## src/rtl/gate_tester_pkg.sv

```systemverilog
// Shared types and constants for the gate_tester BIST stage.
// Truth-table bit index is {drv_x, drv_y}.
package gate_tester_pkg;

   typedef enum logic [1:0] {
      IDLE   = 2'd0,
      DRIVE  = 2'd1,
      SAMPLE = 2'd2,
      DONE   = 2'd3
   } state_e;

   localparam int VEC_COUNT = 4;

   localparam logic [3:0] TT_AND   = 4'b1000;
   localparam logic [3:0] TT_NAND  = 4'b0111;
   localparam logic [3:0] TT_OR    = 4'b1110;
   localparam logic [3:0] TT_NOR   = 4'b0001;
   localparam logic [3:0] TT_XOR   = 4'b0110;
   localparam logic [3:0] TT_INV_X = 4'b0011;

   // Set bits mark input vectors where the cell disagreed with the reference.
   function automatic logic [3:0] tt_mismatch(input logic [3:0] obs, input logic [3:0] ref_tt);
      return obs ^ ref_tt;
   endfunction

endpackage

```

## src/rtl/gate_tester_settle_timer.sv

```systemverilog
// 4-bit settle counter: counts while enabled, wraps to zero on terminal count.
// tc_o is high whenever the count equals term_i.
module settle_timer (
   input  logic       clk,
   input  logic       rst_n,
   input  logic       clr_i,
   input  logic       en_i,
   input  logic [3:0] term_i,
   output logic       tc_o
);

   logic [3:0] cnt_q;
   logic [3:0] cnt_d;

   assign tc_o = (cnt_q == term_i);

   always_comb begin
      cnt_d = cnt_q;
      if (clr_i) begin
         cnt_d = 4'd0;
      end else if (en_i) begin
         cnt_d = tc_o ? 4'd0 : cnt_q + 4'd1;
      end
   end

   always_ff @(posedge clk) begin
      if (!rst_n) begin
         cnt_q <= 4'd0;
      end else begin
         cnt_q <= cnt_d;
      end
   end

endmodule

```

## src/rtl/gate_tester.sv

```systemverilog
// Drives a two-input cell through 00,01,10,11, samples its output after a settle window,
// and reports the captured truth table with pass/fail flags and a done pulse.
module gate_tester
   import gate_tester_pkg::*;
#(
   parameter int unsigned SETTLE_CYCLES = 2,
   parameter logic [3:0]  EXPECT_TT     = TT_AND
) (
   input  logic       clk,
   input  logic       rst_n,
   input  logic       start,
   input  logic       gate_out,
   output logic       drv_x,
   output logic       drv_y,
   output logic       busy,
   output logic       done,
   output logic       pass,
   output logic [3:0] fail_vec,
   output logic [3:0] obs_tt
);

   generate
      if (SETTLE_CYCLES == 0 || SETTLE_CYCLES > 15) begin : g_bad_settle
         $error("gate_tester: SETTLE_CYCLES must be in 1..15");
      end
   endgenerate

   localparam logic [3:0] TERM = 4'(SETTLE_CYCLES - 1);

   state_e     state_q;
   logic [1:0] idx_q;
   logic [1:0] idx_inc;
   logic       drv_x_q, drv_y_q, busy_q, done_q, pass_q;
   logic [3:0] fail_vec_q, obs_tt_q;
   logic [3:0] obs_tt_d;
   logic       settle_tc;

   settle_timer u_settle (
      .clk    (clk),
      .rst_n  (rst_n),
      .clr_i  (state_q == IDLE && start),
      .en_i   (state_q == DRIVE),
      .term_i (TERM),
      .tc_o   (settle_tc)
   );

   // Unsampled bits are still zero from the start clear, so OR-ing in the new sample is enough.
   assign obs_tt_d = obs_tt_q | (4'(gate_out) << idx_q);
   assign idx_inc  = idx_q + 2'd1;

   always_ff @(posedge clk) begin
      if (!rst_n) begin
         state_q    <= IDLE;
         idx_q      <= 2'd0;
         drv_x_q    <= 1'b0;
         drv_y_q    <= 1'b0;
         busy_q     <= 1'b0;
         done_q     <= 1'b0;
         pass_q     <= 1'b0;
         fail_vec_q <= 4'd0;
         obs_tt_q   <= 4'd0;
      end else begin
         done_q <= 1'b0;
         unique case (state_q)
            IDLE: begin
               if (start) begin
                  state_q    <= DRIVE;
                  idx_q      <= 2'd0;
                  drv_x_q    <= 1'b0;
                  drv_y_q    <= 1'b0;
                  busy_q     <= 1'b1;
                  obs_tt_q   <= 4'd0;
                  pass_q     <= 1'b0;
                  fail_vec_q <= 4'd0;
               end
            end
            DRIVE: begin
               if (settle_tc) begin
                  state_q <= SAMPLE;
               end
            end
            SAMPLE: begin
               obs_tt_q <= obs_tt_d;
               if (idx_q == 2'(VEC_COUNT - 1)) begin
                  state_q    <= DONE;
                  idx_q      <= 2'd0;
                  drv_x_q    <= 1'b0;
                  drv_y_q    <= 1'b0;
                  busy_q     <= 1'b0;
                  done_q     <= 1'b1;
                  pass_q     <= (obs_tt_d == EXPECT_TT);
                  fail_vec_q <= tt_mismatch(obs_tt_d, EXPECT_TT);
               end else begin
                  state_q <= DRIVE;
                  idx_q   <= idx_inc;
                  drv_x_q <= idx_inc[1];
                  drv_y_q <= idx_inc[0];
               end
            end
            DONE: begin
               state_q <= IDLE;
            end
         endcase
      end
   end

   assign drv_x    = drv_x_q;
   assign drv_y    = drv_y_q;
   assign busy     = busy_q;
   assign done     = done_q;
   assign pass     = pass_q;
   assign fail_vec = fail_vec_q;
   assign obs_tt   = obs_tt_q;

endmodule

```

## config.mk

```make
export PLATFORM = sky130hd
export DESIGN_NAME = gate_tester
export DESIGN_NICKNAME = d
export VERILOG_FILES = /design/src/rtl/gate_tester_pkg.sv /design/src/rtl/gate_tester_settle_timer.sv /design/src/rtl/gate_tester.sv
export SDC_FILE = /design/constraint.sdc
export NUM_CORES = 1
export LEC_CHECK = 0
export ABC_AREA = 1
export ABC_CLOCK_PERIOD_IN_PS = 1200
export BUFFER_PORTS_ARGS = -buffer_cell sky130_fd_sc_hd__buf_2
export CORE_MARGIN = 5
export CORE_UTILIZATION = 50
export DETAILED_ROUTE_END_ITERATION = 10
export PLACE_DENSITY = 0.74
export SLEW_MARGIN = 15
export SYNTH_ARGS = -nofsm -noshare
export SYNTH_HDL_FRONTEND = slang
export SYNTH_SLANG_ARGS = --single-unit
```

## constraint.sdc

```tcl
create_clock -name clk -period 1.2 [get_ports clk]
set_input_delay 0.12 -clock clk [delete_from_list [all_inputs] [get_ports clk]]
set_output_delay 0.12 -clock clk [all_outputs]
set_load 0.02 [all_outputs]
```

# [Word level (Yosys, flattened, before mapping)]
# Index checks and enable logic that the tools add are counted.
[word_totals] reg_bits=21 latch_bits=0 ramBits=0 romBits=0 in_bits=4 out_inout_bits=13 elab_cells=56 memories=0
[classes] add_sub_neg=2 multipliers=0 n_div=0 magnitude_cmp=0 n_eq_ne=9 shift=1 mux=23 bitwise_logic=3 n_reduce_logical=8
[op_table] operator="4-bit case mux with 2 select lines" count=2
[op_table] operator="4-bit 2-to-1 mux" count=3
[op_table] operator="2-bit 2-to-1 mux" count=5
[op_table] operator="1-bit case mux with 2 select lines" count=4
[op_table] operator="2-bit case mux with 4 select lines" count=1
[op_table] operator="1-bit 2-to-1 mux" count=7
[op_table] operator="2-bit equality test (second input constant)" count=3
[op_table] operator="2-bit inequality test (second input constant)" count=3
[op_table] operator="2-bit AND reduction" count=3
[op_table] operator="4-bit by 1-bit adder with 4-bit output (second input constant)" count=1
[op_table] operator="4-bit by 1-bit equality test with 1-bit output (second input constant)" count=1
[op_table] operator="4-bit equality test (second input constant)" count=1
[op_table] operator="4-bit OR" count=1
[op_table] operator="2-bit case mux with 2 select lines" count=1
[op_table] operator="1-bit by 2-bit << shifter with 4-bit output" count=1
[op_table] operator="3-bit AND reduction" count=1
[op_table] operator="2-bit by 1-bit adder with 2-bit output (second input constant)" count=1
[op_table] operator="2-bit by 1-bit equality test with 1-bit output (second input constant)" count=1
[op_table] operator="2-bit zero test" count=1
[op_table] operator="1-bit NOT" count=2
[op_table] operator="2-bit nonzero test" count=1
[op_table] operator="2-bit OR reduction" count=1
[op_table] operator="1-bit logical AND" count=1

# [Logic depth before layout (Yosys ltp)]
# Gate-level depths: netlist (run 1).
[depth] word_depth=5 ltp_mapped=8 depth_no_buf=8

# [Modules after synthesis]
# A second synthesis (run 1) with hierarchy kept.
[hier_totals] hier_cells=126 area_unflattened_um2=907.1
[modules_own_cells] mod="gate_tester" n_inst=1 cells_per_inst=83 area_per_inst_um2=636.9 seq_area_each_um2=300.3
[modules_own_cells] mod="settle_timer" n_inst=1 cells_per_inst=43 area_per_inst_um2=270.3 seq_area_each_um2=80.1

# [Worst setup path after synthesis (run 1)]
# No wires, ideal clock.
[synth_timing] kind="register to register" from="register idx_q[0]" to="register pass_q (netlist: pass)" setup_time_ns=0.070 t_arrival_ns=1.071 t_required_ns=1.130 slack_ns=0.059 path_stages_with_launch=6 path_buffers=0 period_less_slack_ns=1.141 path_cell_list="dfxtp_1 > ha_1 > nand2_4 > nand2_4 > o21ai_0 > a21oi_1"
[synth_via] elab_chain_len=5 elab_cells_between_ends=8 cone_classes="eq/ne: 3; shift: 1; mux: 2; bitwise: 1; reduce/logical: 1"
[synth_rtl] item="from (decl)" line="gate_tester.sv:31" rtl="logic [1:0] idx_q;"
[synth_rtl] item="from (signal assigned)" line="gate_tester.sv:95" rtl="idx_q <= idx_inc;"
[synth_rtl] item="1-bit by 2-bit << shifter with 4-bit output" line="gate_tester.sv:48" rtl="assign obs_tt_d = obs_tt_q | (4'(gate_out) << idx_q);"
[synth_rtl] item="4-bit OR" line="gate_tester.sv:48"
[synth_rtl] item="4-bit equality test" line="gate_tester.sv:91" rtl="pass_q <= (obs_tt_d == EXPECT_TT);"
[synth_rtl] item="1-bit 2-to-1 mux" line="gate_tester.sv:84" rtl="if (idx_q == 2'(VEC_COUNT - 1)) begin"
[synth_rtl] item="1-bit case mux with 2 select lines" line="gate_tester.sv:64" rtl="unique case (state_q)"
[synth_rtl] item="to (signal assigned)" line="gate_tester.sv:91"
[synth_rtl] item="to (decl)" line="gate_tester.sv:33" rtl="logic drv_x_q, drv_y_q, busy_q, done_q, pass_q;"
# Several ways; a longest one is shown, not always the timed one. The select of a mux whose other input is x is not followed.
# A chain may end at the register's enable or synchronous reset.

# [Worst setup path in the final report (run 1)]
[layout_timing] from="register idx_q[1]" to="register fail_vec_q[2] (netlist: fail_vec[2])"
[layout_via] elab_chain_len=4 elab_cells_between_ends=7 cone_classes="eq/ne: 2; shift: 1; mux: 2; bitwise: 1; reduce/logical: 1"
[layout_rtl] item="1-bit by 2-bit << shifter with 4-bit output" line="gate_tester.sv:48"
[layout_rtl] item="4-bit OR" line="gate_tester.sv:48"
[layout_rtl] item="4-bit 2-to-1 mux" line="gate_tester.sv:84"
[layout_rtl] item="4-bit case mux with 2 select lines" line="gate_tester.sv:64"
[layout_rtl] item="to (signal assigned)" line="gate_tester.sv:92" rtl="fail_vec_q <= tt_mismatch(obs_tt_d, EXPECT_TT);"
[layout_rtl] item="to (decl)" line="gate_tester.sv:34" rtl="logic [3:0] fail_vec_q, obs_tt_q;"
# Several ways; a longest one is shown, not always the timed one. The select of a mux whose other input is x is not followed.

==> reports/metrics.cfg, run 1 <==
[run_status]
status=finished clean

[detailed_routing]
ant_nets=0
first_pass_iters=4
drc=0
routed_via_density=5.16
totalWireLength_um=1640
vias=717
wl_per_cell_um=11.8
drt_iter0_markers=28

[final_layout]
final_util_pct=61.4
layout-drive-gt1-share_pct=24.4
final_cell_mix=20 x nand2_1, 17 x dfxtp_1, 16 x buf_2
nets=129
final_common_cell=nand2_1
diodes=0
syn_to_final_growth_pct=17.5
fill_cells=152

[synthesis]
yosysSeqAreaShare_pct=48.3
avgSynthCellArea_um2=7.64
synth.largest_area_cell=dfxtp_1
syn_nets=108
yosysWarnings=0
synth_area_leaders=dfxtp_1 48%, nand2_1 9.5%, a21oi_1 7.0%
syn_area_um2=787
syn_inst=103
ys_types=17
yosys.area.top_type_share_pct=48.3
ys_seq_elements=19

[critical_path]
arrival_ps=1330
worstSetupEndpointType=flip-flop
rr_worst_depth=5
crit_required_ps=1400
crit_type=flip-flop to flip-flop
start_kind=flip-flop
crit_fanout=8
r2r_setup_slack_ps=70

[die]
die-height_um=49.7
rows=14
initial_core_util_pct=52.2
coreArea_um2=1510
dieArea_um2=2470
io_pins=17
die_w_um=49.7

[run]
maxCapViolCount=0

[power]
p_sw_share_pct=29.1
share_seq_of_total_power_pct=56.9
comb_power_share_pct=17.1
ir_drop_v=0.000906
switching_power_w=0.000354
p_int_w=0.000861
p_per_area_nw_per_um2=1310
clockPowerShare_pct=26.0
p_leak_nw=0.444

[cts]
cts.path.max_buffers=2
cts_tree=built
path_clk_slew_ps=110
cts_made_buffers=3
post_cts_buffers=0
numClockSinks=19
cts-root-buf=clkbuf_4
h-tree-depth=1
clk_latency_ps=300

[sta]
rsz0062_at_grt=yes
relSlewSlack_pct=83.2
hold_viol_final=0
drv_slew=0
finalCriticalPeriod_ps=1130
setup_viol=0
tightest_slew_ps=252
fin_crit_sh_pct=94.0
finClkSkew_ps=9.17
fin_setup_tns_ps=0
hold_slack_ps=120
timing.fmax_ghz=0.887

[hold_path]
holdPathStages=3
hold_path.class=input pin to flip-flop

[global_route]
grt_overflow=0
use_met3_pct=4.22
antenna_found_initial=0
grt_pass1_wl_um=2860
top_usage_layer=met2
grtUsageTotal_pct=14.8
grt_pass1_vias=689
use_met1_pct=17.2
use_met2_pct=25.4
grt_max_degree=12

[placed_design]
portBuffers=16
post-dp-hpwl_um=1270
gp_congestion=0.808

cells in the mapped netlist:
cell type,n
a21oi_1,11
o21ai_0,8
nor2_1,9
o21a_1,1
nand2_4,3
o22ai_1,2
clkbuf_2,1
a211oi_1,1
dfxtp_1,19
nor2_2,2
inv_1,13
nand2_1,20
inv_2,1
nor3b_1,1
nand2_2,1
nand3_1,9
ha_1,1
layer usage:
metal | routed length, um | vias up
li1 | - | 375
met1 | 717 | 321
met2 | 799 | 19
met3 | 109 | 2
met4 | 10 | 0
met5 | 0 | -
cells by family (layout without fill, tap and decap cells):
family,count (synthesis),in the layout,share of synthesized area (%)
AOI/OAI and AO/OA,23,23,15.6
and+or+nand+nor,45,45,27.2
DFF,19,19,48.3
adders and majority gates,1,1,1.59
buffers and inverters,15,35,7.31
state kept, by name, indices dropped and copies added (netlist names):
register,count
fail_vec,4
obs_tt,4
u_settle.cnt_q,4
idx_q,2
state_q,2
busy,1
done,1
pass,1
power by group through the flow:
stage	Sequential, W	Combinational (W)	Clock [W]
after CTS	0.000690	0.000204	0.000326
after floorplan	0.000730	0.000117	0
after detailed placement	0.000703	0.000203	0
after global routing	0.000697	0.000230	0.000356
final	0.000692	0.000207	0.000316
after global placement	0.000702	0.000200	0
worst max-delay path, stage by stage (launching register included):
cell	delay [ps]
dfxtp_1	370
ha_1	250
nand2_4	110
nand2_4	80
o21ai_0	170
a21oi_1	50
metrics by stage:
stage,setup slack [ps],instances,total power [W],area (um^2)
2_1_floorplan,59.5,103,0.000847,787
3_3_place_gp,125,135,0.000902,890
3_5_place_dp,93.5,135,0.000906,890
4_1_cts,70.9,139,0.00122,917
5_1_grt,-1.30,139,0.00128,925
6_report,72.4,139,0.00122,925
final timing paths:
check | from | to
max | idx_q[1]$_SDFFE_PN0P_ | fail_vec[2]$_SDFFE_PN0P_
min | rst_n | idx_q[0]$_SDFFE_PN0P_
max reg2reg | idx_q[1]$_SDFFE_PN0P_ | fail_vec[2]$_SDFFE_PN0P_
min reg2reg | idx_q[0]$_SDFFE_PN0P_ | idx_q[0]$_SDFFE_PN0P_
final cells by class:
class,instances,area (um^2),share of cell area (%)
Inverter,14,52.6,5.68
Clock inverter,1,5.00,0.541
Sequential cell,19,383,41.4
Timing Repair Buffer,17,87.6,9.47
Multi-Input combinational cell,69,354,38.3
Clock buffer,3,22.5,2.44
Tap cell,16,20.0,2.17
what timing repair did:
item	4_1_cts	5_1_grt
hold buffers	0	0
setup endpoints to repair	0	8
gates resized for setup	0	4
No activity file was read; power rests on OpenSTA's default activity.
==> run 2, diff against run 1 <==
RECOVER_POWER = 25   (was default)
==> run 2 against run 1 <==
Via count is 0.70% higher. Global-route usage stayed put. Flip-flop and latch count stayed put. Cell count stayed put.
==> reports/metrics.cfg, run 2 (same netlist as run 1, synthesis figures left out) <==
[critical_path]
start_kind=flip-flop
r2r_setup_slack_ps=60  ; about the same
crit_chain=nor2_1 > nand2_4 > nand2_1 > o22ai_1
arrival_ps=1300  ; -30 ps
rr_worst_depth=4  ; -1
crit_fanout=7  ; -1
worstSetupEndpointType=flip-flop
crit_type=flip-flop to flip-flop
cp_top_family=simple AND/OR/NAND/NOR gates
r2r-start=state_q[1]$_SDFFE_PN0P_
slowest_delay_ps=360  ; about the same
timing.rr.end=obs_tt[1]$_SDFFE_PN0P_
cp_num_buf_inv=0  ; unchanged
slowest_stage=dfxtp_1
crit_required_ps=1370  ; -30 ps

[cts]
cts_tree=built
clk_latency_ps=300  ; about the same
cts-root-buf=clkbuf_4
cts_made_buffers=3  ; unchanged
numClockSinks=19  ; unchanged
cts.path.max_buffers=2  ; unchanged
path_clk_slew_ps=110  ; about the same
h-tree-depth=1  ; unchanged

[final_layout]
fill_cells=155  ; +2.0%
design_area_um2=917  ; -0.81%
layout-drive-gt1-share_pct=19.5  ; -4.9 points
final_common_cell=nand2_1
seq_area_um2=383  ; unchanged
nets=129  ; unchanged
diodes=0  ; unchanged
multi_input_area_um2=354  ; unchanged
syn_to_final_growth_pct=16.5
final_cell_mix=20 x nand2_1, 17 x dfxtp_1, 13 x inv_1

[sta]
tightest_slew_ps=261  ; +8.48 ps
finClkSkew_ps=8.84  ; -0.328 ps
hold_viol_final=0  ; unchanged
fin_setup_tns_ps=0  ; unchanged
relSlewSlack_pct=82.7  ; -0.47 points
fin_crit_sh_pct=94.7  ; +0.77 points
setup_viol=0  ; unchanged
timing.fmax_ghz=0.880  ; -0.82%
drv_slew=0  ; unchanged
rsz0062_at_grt=yes
finalCriticalPeriod_ps=1140  ; +9.27 ps

[detailed_routing]
totalWireLength_um=1660  ; +1.2%
drc=0  ; unchanged
wl_per_cell_um=11.9  ; +1.2%
ant_nets=0  ; unchanged
routed_via_density=5.19  ; +0.70%
first_pass_iters=4  ; unchanged
drt_iter0_markers=28  ; unchanged
vias=722  ; +0.70%

[run_status]
status=finished clean

[power]
share_seq_of_total_power_pct=57.1  ; +0.2 points
p_leak_nw=0.420  ; -5.4%
comb_power_share_pct=16.7  ; -0.4 points
power_w=0.00121  ; -0.29%
ir_drop_v=0.000906  ; about the same
clockPowerShare_pct=26.2  ; +0.2 points
p_sw_share_pct=29.3  ; +0.16 points
switching_power_w=0.000355  ; +0.24%
p_int_w=0.000857  ; -0.51%
p_per_area_nw_per_um2=1320  ; +0.52%

[global_route]
grt_pass1_wl_um=2860  ; unchanged
grtUsageTotal_pct=14.8  ; unchanged
antenna_found_initial=0  ; unchanged
grt_pass1_vias=689  ; unchanged
grt_max_degree=12  ; unchanged
grt_overflow=0  ; unchanged

[die]
die_w_um=49.7  ; unchanged
die-height_um=49.7  ; unchanged
io_pins=17  ; unchanged
dieArea_um2=2470  ; unchanged
rows=14  ; unchanged
coreArea_um2=1510  ; unchanged
initial_core_util_pct=52.2  ; unchanged

[placed_design]
placed_area_um2=890  ; unchanged
gp_congestion=0.808  ; unchanged
portBuffers=16  ; unchanged
post-dp-hpwl_um=1270  ; unchanged

[hold_path]
holdPathStages=3  ; unchanged
min_from=rst_n
hold_path.class=input pin to flip-flop
hold_path_end=idx_q[0]$_SDFFE_PN0P_

[run]
maxCapViolCount=0  ; unchanged

==> run 2: changes by cell type in the layout (fill, tap and decap cells not counted), sizes merged <==
cell / before / now
buf: 17 / 11
clkbuf: 3 / 9
==> run 2: cell type report <==
cell class / instances / area share, %
flip-flops and latches: 19 / 41.7
inverters: 14 / 5.73
multi-input cells: 69 / 38.6
repair buffers: 17 / 8.73
clock buffers: 3 / 2.46
well taps: 16 / 2.18
clock inverters: 1 / 0.546
==> run 2: how the worst max path moves through the flow <==
stage                       startpoint                       end  slack (ps)  depth (start not counted)
5_1_grt        state_q[0]$_SDFFE_PN0P_  fail_vec[2]$_SDFFE_PN0P_          -1                          7
3_5_place_dp     idx_q[1]$_SDFFE_PN0P_  fail_vec[2]$_SDFFE_PN0P_          90                          5
3_3_place_gp     idx_q[1]$_SDFFE_PN0P_  fail_vec[0]$_SDFFE_PN0P_         120                          5
4_1_cts          idx_q[1]$_SDFFE_PN0P_  fail_vec[2]$_SDFFE_PN0P_          70                          5
2_1_floorplan    idx_q[0]$_SDFFE_PN0P_         pass$_SDFFE_PN0P_          60                          5
6_report       state_q[1]$_SDFFE_PN0P_    obs_tt[1]$_SDFFE_PN0P_          60                          4
==> run 2: power groups by stage <==
stage | combinational [W] | clock [W] | sequential [W]
CTS | 0.000204 | 0.000326 | 0.000690
detailed placement | 0.000203 | 0 | 0.000703
floorplan | 0.000117 | 0 | 0.000730
finish | 0.000203 | 0.000317 | 0.000692
global route | 0.000226 | 0.000356 | 0.000698
global placement | 0.000200 | 0 | 0.000702
==> run 2: repair_timing <==
| item | in CTS | in global routing |
|---|---|---|
| hold buffers | 0 | 0 |
| gates resized for setup | 0 | 4 |
| endpoints found under the setup margin | 0 | 8 |
| buffers inserted | 0 | 0 |
==> run 2: worst reg2reg max path: cells and delay by family, from the launching register on <==
kind,cells,cell delay (ps)
AND/OR/NAND/NOR,3,520
AO/OA/AOI/OAI,1,130
flip-flops,1,360
==> run 2: routing by layer <==
metal | part of all wire, % | GRT usage (%) | vias up
li1 | - | - | 374
met1 | 44 | 17.2 | 327
met2 | 49 | 25.4 | 19
met3 | 6.2 | 4.22 | 2
met4 | 0.60 | 5.24 | 0
met5 | 0 | 0 | -
==> run 2: stage by stage <==
stage                     hold slack, ps  utilization, %  instances  worst slack, ps
final                                121            60.9        139             63.1
after global routing                 123            60.9        139            -1.30
after CTS                            118            60.9        139             70.9
after detailed placement             445            59.1        135             93.5
after global placement               427            59.1        135              125
after floorplan                      318               -        103             59.5
==> run 3, diff against run 2 <==
ABC_CLOCK_PERIOD_IN_PS = 1400   (was 1200)
CORE_UTILIZATION = 54   (was 50)
PLACE_DENSITY = 0.79   (was 0.74)
clock period = 1.4 ns   (was 1.2 ns; I/O delays follow)
==> run 3 against run 2 <==
Clock power down 16%. Via count decreased by 2.8%. Design area shrank 2.2%. Combinational power is 17% lower. Sequential power fell by 15%. Hold slack improved by 37 ps. Flip-flop and latch count unchanged. Die area is 5.9% lower. Count of clock-buffer cells in the layout up 1. Critical path type unchanged. Critical endpoint is now pass$_SDFFE_PN0P_. Largest cell class unchanged. Largest power group unchanged. Highest routed layer unchanged.
==> reports/metrics.cfg, run 3 (same netlist as run 1, synthesis figures left out) <==
[global_route]
grt_overflow=0  ; unchanged
grt_pass1_vias=650  ; -5.7%
grtUsageTotal_pct=16.3  ; +1.5 points
grt_max_degree=11  ; -1
grt_pass1_wl_um=2590  ; -9.2%
antenna_found_initial=0  ; unchanged

[final_layout]
fill_cells=138  ; -11%
final_common_cell=nand2_1
nets=128  ; -0.78%
diodes=0  ; unchanged
layout-drive-gt1-share_pct=14.8  ; -4.8 points
final_cell_mix=20 x nand2_1, 19 x dfxtp_1, 13 x inv_1
syn_to_final_growth_pct=14.0
fin_cells=137  ; -1.4%

[sta]
finalCriticalPeriod_ps=1180  ; +38.8 ps
setup_viol=0  ; unchanged
finClkSkew_ps=9.75  ; +0.911 ps
relSlewSlack_pct=82.7  ; about the same
rsz0062_at_grt=no
tightest_slew_ps=259  ; -1.14 ps
timing.fmax_ghz=0.851  ; -3.3%
fin_crit_sh_pct=84.0  ; -11 points
hold_slack_ps=158  ; +37.4 ps
drv_slew=0  ; unchanged
hold_viol_final=0  ; unchanged
fin_setup_tns_ps=0  ; unchanged

[critical_path]
r2r-start=state_q[0]$_SDFFE_PN0P_
startpoint=state_q[0]$_SDFFE_PN0P_
worstSetupEndpointType=flip-flop
crit_fanout=8  ; +1
crit_required_ps=1590  ; +220 ps
timing.rr.end=pass$_SDFFE_PN0P_
setup.worst_path.end=pass$_SDFFE_PN0P_
start_kind=flip-flop
rr_worst_depth=7  ; +3
r2r_setup_slack_ps=220  ; +160 ps
crit_type=flip-flop to flip-flop
arrival_ps=1360  ; +60 ps

[die]
coreArea_um2=1330  ; -11%
die_w_um=48.2  ; -3.0%
rows=13  ; -1
initial_core_util_pct=59.0  ; +6.8 points
dieArea_um2=2320  ; -5.9%
io_pins=17  ; unchanged
die-height_um=48.2  ; -3.0%

[detailed_routing]
routed_via_density=5.12  ; -1.4%
drt_iter0_markers=18  ; -36%
drc=0  ; unchanged
wl_per_cell_um=11.2  ; -6.1%
first_pass_iters=4  ; unchanged
vias=702  ; -2.8%
totalWireLength_um=1530  ; -7.5%
ant_nets=0  ; unchanged

[cts]
clk_latency_ps=290  ; about the same
cts_made_buffers=3  ; unchanged
numClockSinks=19  ; unchanged
post_cts_buffers=0  ; unchanged
cts_tree=built
cts_hold_buf=0  ; unchanged
cts_resized=0  ; unchanged
cts.path.max_buffers=2  ; unchanged
h-tree-depth=1  ; unchanged
cts-root-buf=clkbuf_4
path_clk_slew_ps=100  ; about the same

[hold_path]
hold_path.class=input pin to flip-flop

[power]
ir_drop_v=0.000749  ; -17%
p_leak_nw=0.402  ; -4.2%
p_per_area_nw_per_um2=1140  ; -14%

[placed_design]
gp_congestion=0.846  ; +4.7%
place_inst=133  ; -1.5%
portBuffers=16  ; unchanged
post-dp-hpwl_um=1180  ; -6.7%

[run_status]
status=finished clean

[run]
maxCapViolCount=0  ; unchanged

run 3: changes by cell type in the layout (fill, tap and decap cells not counted), moves of 2 or more:
cell      delta
buf_2        -2
clkbuf_1     +3
dfxtp_1      +2
dfxtp_2      -2
run 3: cell type report:
cell class / instances / area [um^2] / area share [%]
Timing Repair Buffer: 16 / 70.1 / 7.81
Tap cell: 15 / 18.8 / 2.09
Clock buffer: 4 / 26.3 / 2.93
Inverter: 14 / 52.6 / 5.86
Sequential cell: 19 / 380 / 42.4
Multi-Input combinational cell: 69 / 349 / 38.9
run 3: how the worst min path moves through the flow:
stage / end / start / cells after the start / slack (ps)
after global routing: idx_q[0]$_SDFFE_PN0P_ / rst_n / 3 / 140
after detailed placement: idx_q[0]$_SDFFE_PN0P_ / rst_n / 3 / 460
after floorplan: busy$_SDFFE_PN0P_ / start / 2 / 340
after global placement: busy$_SDFFE_PN0P_ / busy$_SDFFE_PN0P_ / 2 / 450
final: idx_q[0]$_SDFFE_PN0P_ / rst_n / 3 / 160
after CTS: idx_q[0]$_SDFFE_PN0P_ / rst_n / 3 / 150
run 3: power by group:
part / switching, W / internal [W]
combinational: 0.000117 / 0.0000510
sequential: 0.0000189 / 0.000571
clock: 0.000155 / 0.000111
total: 0.000291 / 0.000733
run 3: critical path, cell delays in order (launching register included):
cell and delay, ps:
dfxtp_1 340, inv_1 60, nand2_1 150, inv_2 100, nand2_4 100, nand2_4 70, o21ai_0 190, a21oi_1 70
run 3: metal layers:
layer / global-route usage [%] / share of wire [%] / vias to the layer above / wire length (um)
li1: - / - / 375 / -
met4: 10.2 / 1.8 / 0 / 27
met3: 5.17 / 3.8 / 5 / 58
met5: 0 / 0 / - / 0
met1: 19.7 / 49 / 308 / 755
met2: 24.7 / 45 / 14 / 691
run 3: metrics by stage:
stage               instance area, um^2  util (%)  setup slack [ps]  total power, W
CTS                                 907      68.0               230         0.00104
finish                              897      67.3               224         0.00102
global route                        897      67.3              95.5         0.00109
detailed placement                  881      66.0               230        0.000774
floorplan                           787         -               259        0.000726
global placement                    881      66.0               325        0.000770
